### src/rtl/instr_seq_fx.sv
// instr_seq_fx: instruction sequencer for the fixed-point core.
// It holds the program counter, drives the synchronous instruction ROM
// address and handles jumps, call/return through a small stack, stall,
// halt, and a one-cycle bubble after reset.
// Optional build macro SEQ_STACK_TRAP_EN: when defined, a stack overflow
// or underflow stops the sequencer in FAULT. When undefined, overflow
// overwrites the oldest stack entry and underflow returns to address 0.
//
// state | meaning
// RUN   | fetching and issuing instructions
// HALT  | HLT executed; frozen until rst
// FAULT | stack trap taken; frozen until rst
module instr_seq_fx #(
  parameter int MINSTW = 9,
  parameter int NBOPCO = 6,
  parameter int NBOPER = 9,
  parameter int NBINST = NBOPCO + NBOPER,
  parameter int SDEPTH = 5,
  parameter logic [NBOPCO-1:0] OP_JMP = 6'h10,
  parameter logic [NBOPCO-1:0] OP_JIZ = 6'h11,
  parameter logic [NBOPCO-1:0] OP_CAL = 6'h12,
  parameter logic [NBOPCO-1:0] OP_RET = 6'h13,
  parameter logic [NBOPCO-1:0] OP_HLT = 6'h14
) (
  input  logic                           clk,
  input  logic                           rst,
  input  logic [NBINST-1:0]              instr,
  output logic [MINSTW-1:0]              instr_addr,
  input  logic                           stall,
  input  logic                           acc_zero,
  output logic                           issue,
  output logic [NBOPCO-1:0]              opcode,
  output logic [NBOPER-1:0]              operand,
  output logic [MINSTW-1:0]              pc,
  output logic [$clog2(SDEPTH+1)-1:0]    sp_level,
  output logic                           halted,
  output logic                           fault
);

  localparam int SPW = $clog2(SDEPTH + 1);
  localparam logic [SPW-1:0] SP_FULL = SPW'(SDEPTH);

  typedef enum logic [1:0] {
    ST_RUN,
    ST_HALT,
    ST_FAULT
  } state_t;

  state_t            state;
  logic              primed;
  logic [MINSTW-1:0] stack [SDEPTH];

  logic [MINSTW-1:0] pc_inc;
  logic [MINSTW-1:0] target;
  logic [MINSTW-1:0] nxt;
  logic [MINSTW-1:0] stk_top;
  logic [SPW-1:0]    sp_dec;
  logic              is_cal;
  logic              is_ret;
  logic              is_hlt;
  logic              ovf;
  logic              unf;
  logic              trap;

  assign opcode  = instr[NBINST-1:NBOPER];
  assign operand = instr[NBOPER-1:0];
  assign target  = operand[MINSTW-1:0];
  assign pc_inc  = pc + 1'b1;
  assign sp_dec  = sp_level - 1'b1;
  assign is_cal  = (opcode == OP_CAL);
  assign is_ret  = (opcode == OP_RET);
  assign is_hlt  = (opcode == OP_HLT);
  assign ovf     = is_cal && (sp_level == SP_FULL);
  assign unf     = is_ret && (sp_level == '0);
  assign issue   = primed && (state == ST_RUN) && !stall;
  assign halted  = (state == ST_HALT);

`ifdef SEQ_STACK_TRAP_EN
  assign trap  = ovf || unf;
  assign fault = (state == ST_FAULT);
`else
  assign trap  = 1'b0;
  assign fault = 1'b0;
`endif

  // Top-of-stack read; underflow reads as address 0
  always_comb begin
    stk_top = '0;
    if (sp_level != '0) stk_top = stack[sp_dec];
  end

  // Next-PC selection and ROM address
  always_comb begin
    nxt = pc_inc;
    if (trap)                          nxt = pc;
    else if (opcode == OP_JMP)         nxt = target;
    else if (opcode == OP_JIZ)         nxt = acc_zero ? target : pc_inc;
    else if (is_cal)                   nxt = target;
    else if (is_ret)                   nxt = stk_top;
    else if (is_hlt)                   nxt = pc;
    instr_addr = issue ? nxt : pc;
  end

  // Sequencer state, pc and stack pointer
  always_ff @(posedge clk or posedge rst) begin
    if (rst) begin
      state    <= ST_RUN;
      primed   <= 1'b0;
      pc       <= '0;
      sp_level <= '0;
    end else if (!primed) begin
      primed <= 1'b1;
    end else if (issue) begin
      if (trap) begin
        state <= ST_FAULT;
      end else begin
        pc <= nxt;
        if (is_hlt) state <= ST_HALT;
        if (is_cal && !ovf) sp_level <= sp_level + 1'b1;
        if (is_ret && !unf) sp_level <= sp_dec;
      end
    end
  end

  // Stack storage; a full push shifts out the oldest entry
  always_ff @(posedge clk) begin
    if (primed && issue && !trap && is_cal) begin
      if (ovf) begin
        for (int i = 0; i < SDEPTH - 1; i++) stack[i] <= stack[i+1];
        stack[SDEPTH-1] <= pc_inc;
      end else begin
        stack[sp_level] <= pc_inc;
      end
    end
  end

endmodule

### config.mk
export PLATFORM = sky130hd
export DESIGN_NAME = instr_seq_fx
export DESIGN_NICKNAME = d
export VERILOG_FILES = /design/src/rtl/instr_seq_fx.sv
export SDC_FILE = /design/constraint.sdc
export NUM_CORES = 1
export LEC_CHECK = 0
export BUFFER_PORTS_ARGS = -buffer_cell sky130_fd_sc_hd__buf_2
export CORE_AREA = 2 2 97 99
export CTS_CLUSTER_SIZE = 24
export DETAILED_ROUTE_END_ITERATION = 6
export DIE_AREA = 0 0 99 101
export PLACE_DENSITY = 0.87
export SLEW_MARGIN = 20
export SYNTH_ARGS = -nofsm -noshare
export SYNTH_HDL_FRONTEND = slang
export SYNTH_SLANG_ARGS = --single-unit
### constraint.sdc
create_clock -name clk -period 8.1 [get_ports clk]
set_input_delay 0.405 -clock clk [delete_from_list [all_inputs] [get_ports clk]]
set_output_delay 0.405 -clock clk [all_outputs]
set_load 0.005 [all_outputs]
==> flow_summary.ini, run 1 <==
[cts]
cts-htree-levels = 3
cts_resized = 0
cts.sink_count = 86
clk_pin_slew_ps = 90
cts_hold_buf = 0
tritoncts = built
worstSkewPairLatency_ps = 370
cts_buffers = 9
cts-root-buf = clkbuf_8
postCtsSetupBuffers = 0
clk_path_buf_depth = 2

[placed_design]
gp_congestion = 0.901
portBuffers = 56
post_dp_cell_area_mm2 = 0.00509
dpl.hpwl_mm = 8.85

[floorplan]
die_area_mm2 = 0.0100
pin_count = 58
core-area_mm2 = 0.00898
initial_core_util_pct = 54.3
die_x_um = 99
rows = 35
die_h_um = 101

[power]
leakagePower_nw = 1.86
power_density_mw_per_mm2 = 220
total_power_w = 0.00116
peakVddDrop_mv = 0.128

[worst_setup_path]
r2r_end = pc[2]
endpoint_kind = output pin
cp-start-kind = register
r2r-start = sp_level[0]
critPathCapture = instr_addr[2]
reg2reg_slack_ps = 4950
startpoint = sp_level[0]
crit_fanout = 24
rr_worst_depth = 7
cp_data_arrival_time_ps = 3520
cp.required_ps = 7700
worstSetupPathType = register to output pin

[sta]
rsz0062_at_grt = no
finalCriticalPeriod_ps = 3930
setup_viol = 0
hold_viol = 0
slew_violations = 0
min_period_over_period_pct = 48.5
fmax_mhz = 255
tns_ps = 0
tightestPinTransition_ps = 984
skew_ps = 9.98
relSlewSlack_pct = 34.4

[route]
drt_iter0_markers = 341
drc = 0
routed_wl_mm = 12.1
vias = 3665
dr_wl_met2_mm = 5.93
met3RoutedLength_mm = 1.15
ant_nets = 0
viasPerCell = 6.53
drtPass1Iterations = 5
wl_per_cell_um = 21.6
top_layer = met4
drt-met1-wl_mm = 4.53

[yosys]
yosys.area_share.xor_xnor_pct = 2.88
synth_top_family_by_area = compound AO/OA/AOI/OAI gates
yosysWarningCount = 0
ys_seq_area_share_pct = 51.6
synth_fp_nets = 438
synth_edf_count = 72
synth-seq-cells = 86
ys.flop_type = edfxtp_1
async_flop_share_pct = 16.3
synth_compound_area_share_pct = 15.1
syn-cell-area_mm2 = 0.00487
synthTopCellsByArea = edfxtp_1 44%, mux4_2 8.3%, dfrtp_1 7.2%, a21oi_1 3.9%, nor2_1 2.9%
muxShareOfSynthArea_pct = 10.2
synth_simple_gate_area_share_pct = 12.5
avgSynthCellArea_um2 = 11.8
synth_top_area_cell = edfxtp_1
netlist_instances = 414
ys_types = 56
synthAdderAreaFrac_pct = 1.28
yosys.area.top_type_share_pct = 44.4

[final_layout]
layout-drive-gt1-share_pct = 26.0
fin_area_mm2 = 0.00527
fill_cells = 705
syn_to_final_growth_pct = 8.16
antenna_cells = 0
layout.nets = 469

[flow_run]
drv_cap = 0

[global_routing]
overflow = 0
track_usage_pct = 24.8
antenna_found_initial = 0
grt_pass1_wl_mm = 18.8
grt_max_degree = 25
first_global_vias = 3530

[run_status]
outcome = completed

[hold_path]
min_path_type = input pin to async pin
==> flip-flops by register name, summed over array words and instances, names as in the netlist <==
register,flops
stack,72
pc,9
state,1
primed,1
sp_level,3
==> logic make-up after synthesis <==
kind of cell,Yosys count
AND/OR/NAND/NOR,109
flip-flops,86
adder cells (fa/ha/maj),5
AO/OA/AOI/OAI,112
multiplexers,26
buffers and inverters,58
other,2
XOR/XNOR,16
==> cells in the final DEF, fill, tap and decap left out, types with 3 or more instances in the layout <==
master and count:
a211oi_1 7, a21oi_1 38, a221oi_1 3, a22o_1 4, a2bb2oi_1 3, a31o_2 3
a31oi_1 6, buf_2 56, clkbuf_8 9, clkinv_4 3, dfrtp_1 14, edfxtp_1 72
ha_1 5, inv_1 21, mux2_2 8, mux4_2 18, nand2_1 20, nand2b_1 9
nand3_1 9, nor2_1 38, nor2b_1 4, nor3_1 3, nor3_2 3, nor4_4 4
o21a_1 3, o21ai_0 24, o221ai_1 7, or3_1 3, or3b_2 3, xnor2_1 13
xor2_1 3
==> power by group <==
group	leakage, nW	total (W)	internal (W)	switching, W
clock network	0.0894	0.000281	0.000115	0.000166
logic	0.954	0.000342	0.000141	0.000201
registers	0.815	0.000537	0.000508	0.0000290
total	1.86	0.00116	0.000764	0.000396
==> layout make-up <==
cell class / count / area, um2 / area share, %
clock inverters: 7 / 57.6 / 1.09
inverters: 21 / 78.8 / 1.50
clock buffers: 9 / 124 / 2.35
repair buffers: 57 / 288 / 5.46
multi-input cells: 270 / 2070 / 39.3
flip-flops and latches: 86 / 2510 / 47.7
well taps: 111 / 139 / 2.63
==> synthesized netlist by cell type, drive strengths merged, types with 2 or more instances <==
library cell,count
a211oi,9
inv,21
xor2,3
nand4,2
xnor2,13
o21a,3
nor4,5
nor3,6
a31o,3
conb,2
a221oi,3
o21ai,24
o2111ai,2
mux2,8
a31oi,6
a2111oi,2
a22o,4
nor2b,4
dfrtp,14
or4b,2
o221ai,7
a2bb2oi,3
buf,25
nor4b,2
nand2b,9
mux4,18
or3b,3
clkbuf,12
nand3,9
a21oi,38
or3,3
nand2,20
nor2,38
o22a,2
or4,2
edfxtp,72
ha,5
==> critical path, stage by stage, from the launching register on <==
cell and delay (ps):
dfrtp_1 340, buf_4 380, inv_1 220, ha_1 910
mux4_2 430, a22o_1 280, a211oi_1 280, o221ai_1 160
buf_2 150
==> through the flow <==
step | hold WS [ps] | instances | utilization, % | setup slack [ps]
2_1_floorplan | 294 | 414 | - | 4720
3_3_place_gp | 464 | 545 | 56.5 | 4360
3_5_place_dp | 487 | 545 | 56.7 | 4560
4_1_cts | 107 | 561 | 58.7 | 4150
5_1_grt | 147 | 561 | 58.7 | 3940
6_report | 109 | 561 | 58.7 | 4170
==> metal layers <==
layer  track usage, %  vias up
li1                 -     1623
met1             31.1     1769
met4             12.4        0
met5                0        -
met3             5.27       43
met2             41.1      230
==> worst min path at each step <==
stage	from	endpoint	slack (ps)	depth (start not counted)
final	rst	pc[0]	110	2
after global routing	rst	pc[8]	150	2
after CTS	rst	pc[0]	110	2
after detailed placement	state[0]	state[0]	490	1
after global placement	state[0]	state[0]	460	1
after floorplan	rst	pc[0]	290	1
No activity file was read; power rests on OpenSTA's default activity.
==> inputs of run 2 (changes only) <==
==> constraint.sdc (replaced) <==
create_clock -name clk -period 3.62 [get_ports clk]
set_input_delay 0.181 -clock clk [delete_from_list [all_inputs] [get_ports clk]]
set_output_delay 0.181 -clock clk [all_outputs]
set_load 0.005 [all_outputs]
==> run 2 against run 1 <==
Net effect: cell area is 2.0% higher; critical path type unchanged; wire length decreased by 2.8%; global-route usage down 0.81 points; clock skew rose by 2.8 ps.
==> flow_summary.ini, run 2 (synthesized netlist as in run 1, its figures left out) <==
[sta]
skew_ps = 12.8
slew_violations = 0
relSlewSlack_pct = 47.5
finalCriticalPeriod_ps = 3270
tightestPinTransition_ps = 782
setup_viol = 0
tns_ps = 0
rsz0062_at_grt = no
holdWs_ps = 139
hold_viol = 0
min_period_over_period_pct = 90.3
fmax_mhz = 306

[final_layout]
mostFrequentLayoutCells = 72 x edfxtp_1, 56 x buf_2, 38 x nor2_1, 38 x a21oi_1, 24 x o21ai_0
largest_reg_flops = 72
syn_to_final_growth_pct = 10.3
antenna_cells = 0
top_register = stack
final_common_cell = edfxtp_1
fill_cells = 680
fin_area_mm2 = 0.00538
layout.nets = 481
reg.largest.list = stack (72), pc (9), sp_level (3)
layout-drive-gt1-share_pct = 27.1
post-route-util_pct = 59.9

[power]
power_density_mw_per_mm2 = 497
total_power_w = 0.00267
leakagePower_nw = 1.93
peakVddDrop_mv = 0.183

[floorplan]
pin_count = 58
die_x_um = 99
core-area_mm2 = 0.00898
die_area_mm2 = 0.0100
initial_core_util_pct = 54.3
die_h_um = 101
rows = 35

[worst_setup_path]
path_cells = inv_1, ha_1, mux4_2, a22o_1, a211oi_1, o221ai_1, buf_2
slowest_stage = ha_1
worstSetupPathType = register to output pin
cp_data_arrival_time_ps = 3090
critPathTopFamily = adder cells
crit_buf_inv = 2
endpoint_kind = output pin
cp-start-kind = register
max_stage_delay_ps = 780
crit_fanout = 15
cp.required_ps = 3440

[cts]
clk_path_buf_depth = 2
cts.sink_count = 86
tritoncts = built
cts-htree-levels = 3
clk_pin_slew_ps = 90
cts-root-buf = clkbuf_8
worstSkewPairLatency_ps = 370
cts_resized = 0
cts_buffers = 9

[route]
drtPass1Iterations = 5
routed_wl_mm = 11.8
ant_nets = 0
viasPerCell = 6.53
drt_iter0_markers = 336
vias = 3741
drc = 0
wl_per_cell_um = 20.5

[placed_design]
portBuffers = 56
gp_congestion = 0.887
dpl.hpwl_mm = 8.64
post_dp_cell_area_mm2 = 0.00515

[run_status]
outcome = completed

[global_routing]
track_usage_pct = 24.0
antenna_found_initial = 0
overflow = 0
first_global_vias = 3624
grt_max_degree = 24
grt_pass1_wl_mm = 18.5

[flow_run]
drv_cap = 0

[hold_path]
min_path_type = input pin to register
[run 2: cell count changes in the layout (fill, tap and decap cells not counted)]
cell           before  now
clkinv_1            1    0
nor3_1              3    6
nor3_2              3    0
bufinv_16           0    1
dlygate4sd3_1       0    1
nor4b_2             2    1
nor4b_1             0    1
clkinv_4            3    2
buf_4               1   12
clkinv_8            0    1
[run 2: final cells by class]
class | count | area (um2) | share of cell area [%]
clock buffer | 9 | 124 | 2.30
inverter | 21 | 78.8 | 1.47
sequential | 86 | 2510 | 46.7
clock inverter | 7 | 91.3 | 1.70
tap | 111 | 139 | 2.58
multi-input combinational | 270 | 2050 | 38.1
timing repair buffer | 69 | 380 | 7.07
[run 2: worst paths after layout]
path	start	endpoint	slack (ps)	cells past startpoint
setup / recovery	sp_level[1]	instr_addr[2]	350	7
hold / removal	stall	state[0]	140	3
setup reg to reg	sp_level[1]	pc[2]	890	6
hold reg to reg	state[0]	state[0]	500	1
max in group asynchronous	rst	pc[1]	2790	3
min in group asynchronous	rst	pc[3]	420	3
[run 2: what timing repair did]
item	in CTS	in global routing
setup endpoints to repair	0	0
setup buffers	0	0
endpoints found under the hold margin	14	0
hold buffers	1	0
[run 2: report_power, final]
part	switching [W]	internal, W	leakage [nW]	total, W
registers	0.0000637	0.00114	0.815	0.00120
clock network	0.000379	0.000334	0.105	0.000713
logic	0.000439	0.000320	1.01	0.000759
total	0.000881	0.00179	1.93	0.00267
[run 2: metal layers]
layer  GRT usage, %  wire [um]  part of all wire, %  up-vias
met1           30.4       4620                   39     1811
met4           13.2        433                  3.7        0
met2           39.1       5560                   47      232
met5              0          0                    0        -
met3           4.85       1140                  9.7       46
li1               -          -                    -     1652
[run 2: worst reg2reg max path, delay by kind of cell, from the launching register on]
| family | cells | cell delay, ps |
|---|---|---|
| mux | 1 | 420 |
| compound gates | 3 | 800 |
| flops | 1 | 450 |
| buf+inv | 1 | 130 |
| fa+ha+maj | 1 | 780 |
[run 2: through the flow]
stage,instances,worst slack [ps]
floorplan,414,462
global placement,556,823
detailed placement,556,771
CTS,573,383
global route,573,235
finish,573,349
==> inputs of run 3 (changes only) <==
--- a/config.mk
+++ b/config.mk
@@ -5,11 +5,12 @@
 export SDC_FILE = /design/constraint.sdc
 export NUM_CORES = 1
 export LEC_CHECK = 0
+export ABC_AREA = 1
 export BUFFER_PORTS_ARGS = -buffer_cell sky130_fd_sc_hd__buf_2
-export CORE_AREA = 2 2 97 99
+export CORE_AREA = 2 2 100 102
 export CTS_CLUSTER_SIZE = 24
 export DETAILED_ROUTE_END_ITERATION = 6
-export DIE_AREA = 0 0 99 101
+export DIE_AREA = 0 0 102 104
 export PLACE_DENSITY = 0.87
 export SLEW_MARGIN = 20
 export SYNTH_ARGS = -nofsm -noshare
==> run 3 against run 2 <==
Net effect: total power is 20% higher; sequential power is 3% higher; non-clock buffer count is 6 lower; global-route usage is 1.9 points higher; fmax is 1.4% lower; sequential cell count stayed put; sequential share of layout area is 2.8 points lower; critical path depth is 6 higher; cell count is 48% higher.
==> flow_summary.ini, run 3 <==
[run_status]
outcome = completed

[yosys]
ys_types = 32
synth_edf_count = 72
synth_top_cells_by_count = 237 x nand2_1, 99 x inv_1, 83 x nand3_1
avgSynthCellArea_um2 = 7.68
synth_top_area_cell = edfxtp_1
async_flop_share_pct = 16.3
syn-cell-area_mm2 = 0.00522
netlist_instances = 679
synth-seq-cells = 86
synth_fp_nets = 703
ys.flop_type = edfxtp_1
synthTopCellsByArea = edfxtp_1 41%, nand2_1 17%, nand3_1 8.0%, inv_1 7.1%, dfrtp_1 6.7%
ys_seq_area_share_pct = 48.2
yosysWarningCount = 0
yosys.area.top_type_share_pct = 41.4
synth_most_common_cell = nand2_1

[final_layout]
mostFrequentLayoutCells = 237 x nand2_1, 99 x inv_1, 83 x nand3_1, 72 x edfxtp_1, 56 x buf_2
reg.largest.list = stack (72), pc (9), sp_level (3)
layout-drive-gt1-share_pct = 13.7
largest_reg_flops = 72
top_register = stack
syn_to_final_growth_pct = 9.71
layout.nets = 736
fin_area_mm2 = 0.00572
antenna_cells = 0
final_common_cell = nand2_1

[cts]
tritoncts = built
cts-htree-levels = 3
cts.sink_count = 86
worstSkewPairLatency_ps = 370
clk_pin_slew_ps = 100
cts_resized = 0
cts_buffers = 9
clk_path_buf_depth = 2
cts-root-buf = clkbuf_8

[worst_setup_path]
cp_data_arrival_time_ps = 3140
worstSetupPathType = register to output pin
cp-start-kind = register
endpoint_kind = output pin
max_stage_delay_ps = 510
rr_worst_depth = 12
slowest_stage = clkinv_1
crit_fanout = 20
cp.required_ps = 3440
path_cells = inv_1, ha_1, buf_4, clkinv_1, nand3_1, nand3_1, nand3_1, nand3_1, nand2_1, nand2_1, nand2_1, nand2_1, buf_2

[floorplan]
rows = 36
die_x_um = 102
pin_count = 58
die_area_mm2 = 0.0106
die_h_um = 104
core-area_mm2 = 0.00955
initial_core_util_pct = 54.6

[sta]
tns_ps = 0
min_period_over_period_pct = 91.7
skew_ps = 9.00
tightestPinTransition_ps = 1070
finalCriticalPeriod_ps = 3320
fmax_mhz = 301
hold_viol = 0
rsz0062_at_grt = no
setup_viol = 0
slew_violations = 0
relSlewSlack_pct = 28.0

[flow_run]
drv_cap = 0

[hold_path]
min_path_type = input pin to register
holdPathStages = 5

[global_routing]
grt_max_degree = 44
track_usage_pct = 25.9
antenna_found_initial = 0
first_global_vias = 4322
overflow = 0
grt_pass1_wl_mm = 21.3

[route]
vias = 4643
viasPerCell = 5.46
drtPass1Iterations = 5
drt_iter0_markers = 573
drc = 0
routed_wl_mm = 13.2
ant_nets = 0
wl_per_cell_um = 15.5

[placed_design]
post_dp_cell_area_mm2 = 0.00546
gp_congestion = 0.954
portBuffers = 56
dpl.hpwl_mm = 9.70

[power]
peakVddDrop_mv = 0.458
leakagePower_nw = 2.86
power_density_mw_per_mm2 = 558
## run 3: changes by cell type after synthesis, sizes merged, moves of 9 or more
| cell | delta |
|---|---|
| nor2 | -15 |
| nand3 | +75 |
| nand2b | -9 |
| mux4 | -18 |
| o21ai | +21 |
| a211oi | -9 |
| inv | +78 |
| nand2 | +222 |
| xnor2 | -12 |
## run 3: worst paths after layout
kind	slack (ps)	startpoint	endpoint
worst max register to register	870	sp_level[1]	pc[7]
worst max-delay path	300	sp_level[1]	instr_addr[8]
max in group asynchronous	2870	rst	pc[5]
worst min register to register	550	state[0]	state[0]
min in group asynchronous	380	rst	sp_level[1]
worst min-delay path	210	instr[8]	pc[8]
## run 3: final cells by class
cell class                      count  area, um2
Tap cell                          133        166
Sequential cell                    86       2510
Fill cell                         864       3820
Clock buffer                       10        138
Multi-Input combinational cell    451       2080
Inverter                          101        379
Clock inverter                      6        118
Timing Repair Buffer               63        335
## run 3: layer usage
layer	part of all wire, %	routed length, um	track usage [%]
met1	40	5220	34.4
met2	47	6230	41.6
met3	9.2	1220	4.30
met4	4.0	533	11.2
met5	0	0	0
## run 3: cells by family after synthesis
| family | after synthesis | synth area share, % |
|---|---|---|
| other | 2 | 0.144 |
| xor gates and xnor gates | 4 | 0.672 |
| AOI/OAI and AO/OA | 80 | 8.37 |
| and+or+nand+nor | 360 | 29.4 |
| DFF | 86 | 48.2 |
| adders and majority gates | 5 | 1.20 |
| buffers and inverters | 142 | 12.1 |
## run 3: stage by stage
step / hold slack, ps / power [W] / utilization, % / worst slack (ps) / instances
floorplan: 70.2 / 0.00196 / - / 1030 / 679
global placement: 237 / 0.00230 / 57.2 / 896 / 833
detailed placement: 244 / 0.00232 / 57.2 / 769 / 833
CTS: 197 / 0.00317 / 59.9 / 334 / 850
global route: 236 / 0.00335 / 59.9 / 79.8 / 850
finish: 207 / 0.00320 / 59.9 / 301 / 850
## run 3: repair_timing
action | CTS | global route
hold buffers | 1 | 0
hold endpoints to repair | 14 | 0
setup buffers | 0 | 0
setup endpoints to repair | 0 | 0
## run 3: worst max-delay path, delay by kind of cell (launching register included)
family                     cells  cell delay, ps
and+or+nand+nor                8             930
adders and majority gates      1             330
DFF                            1             440
buffers and inverters          4            1060
## run 3: where the power goes
group | internal [W] | switching (W)
Sequential | 0.00115 | 0.0000867
Clock | 0.000483 | 0.000377
Combinational | 0.000326 | 0.000769
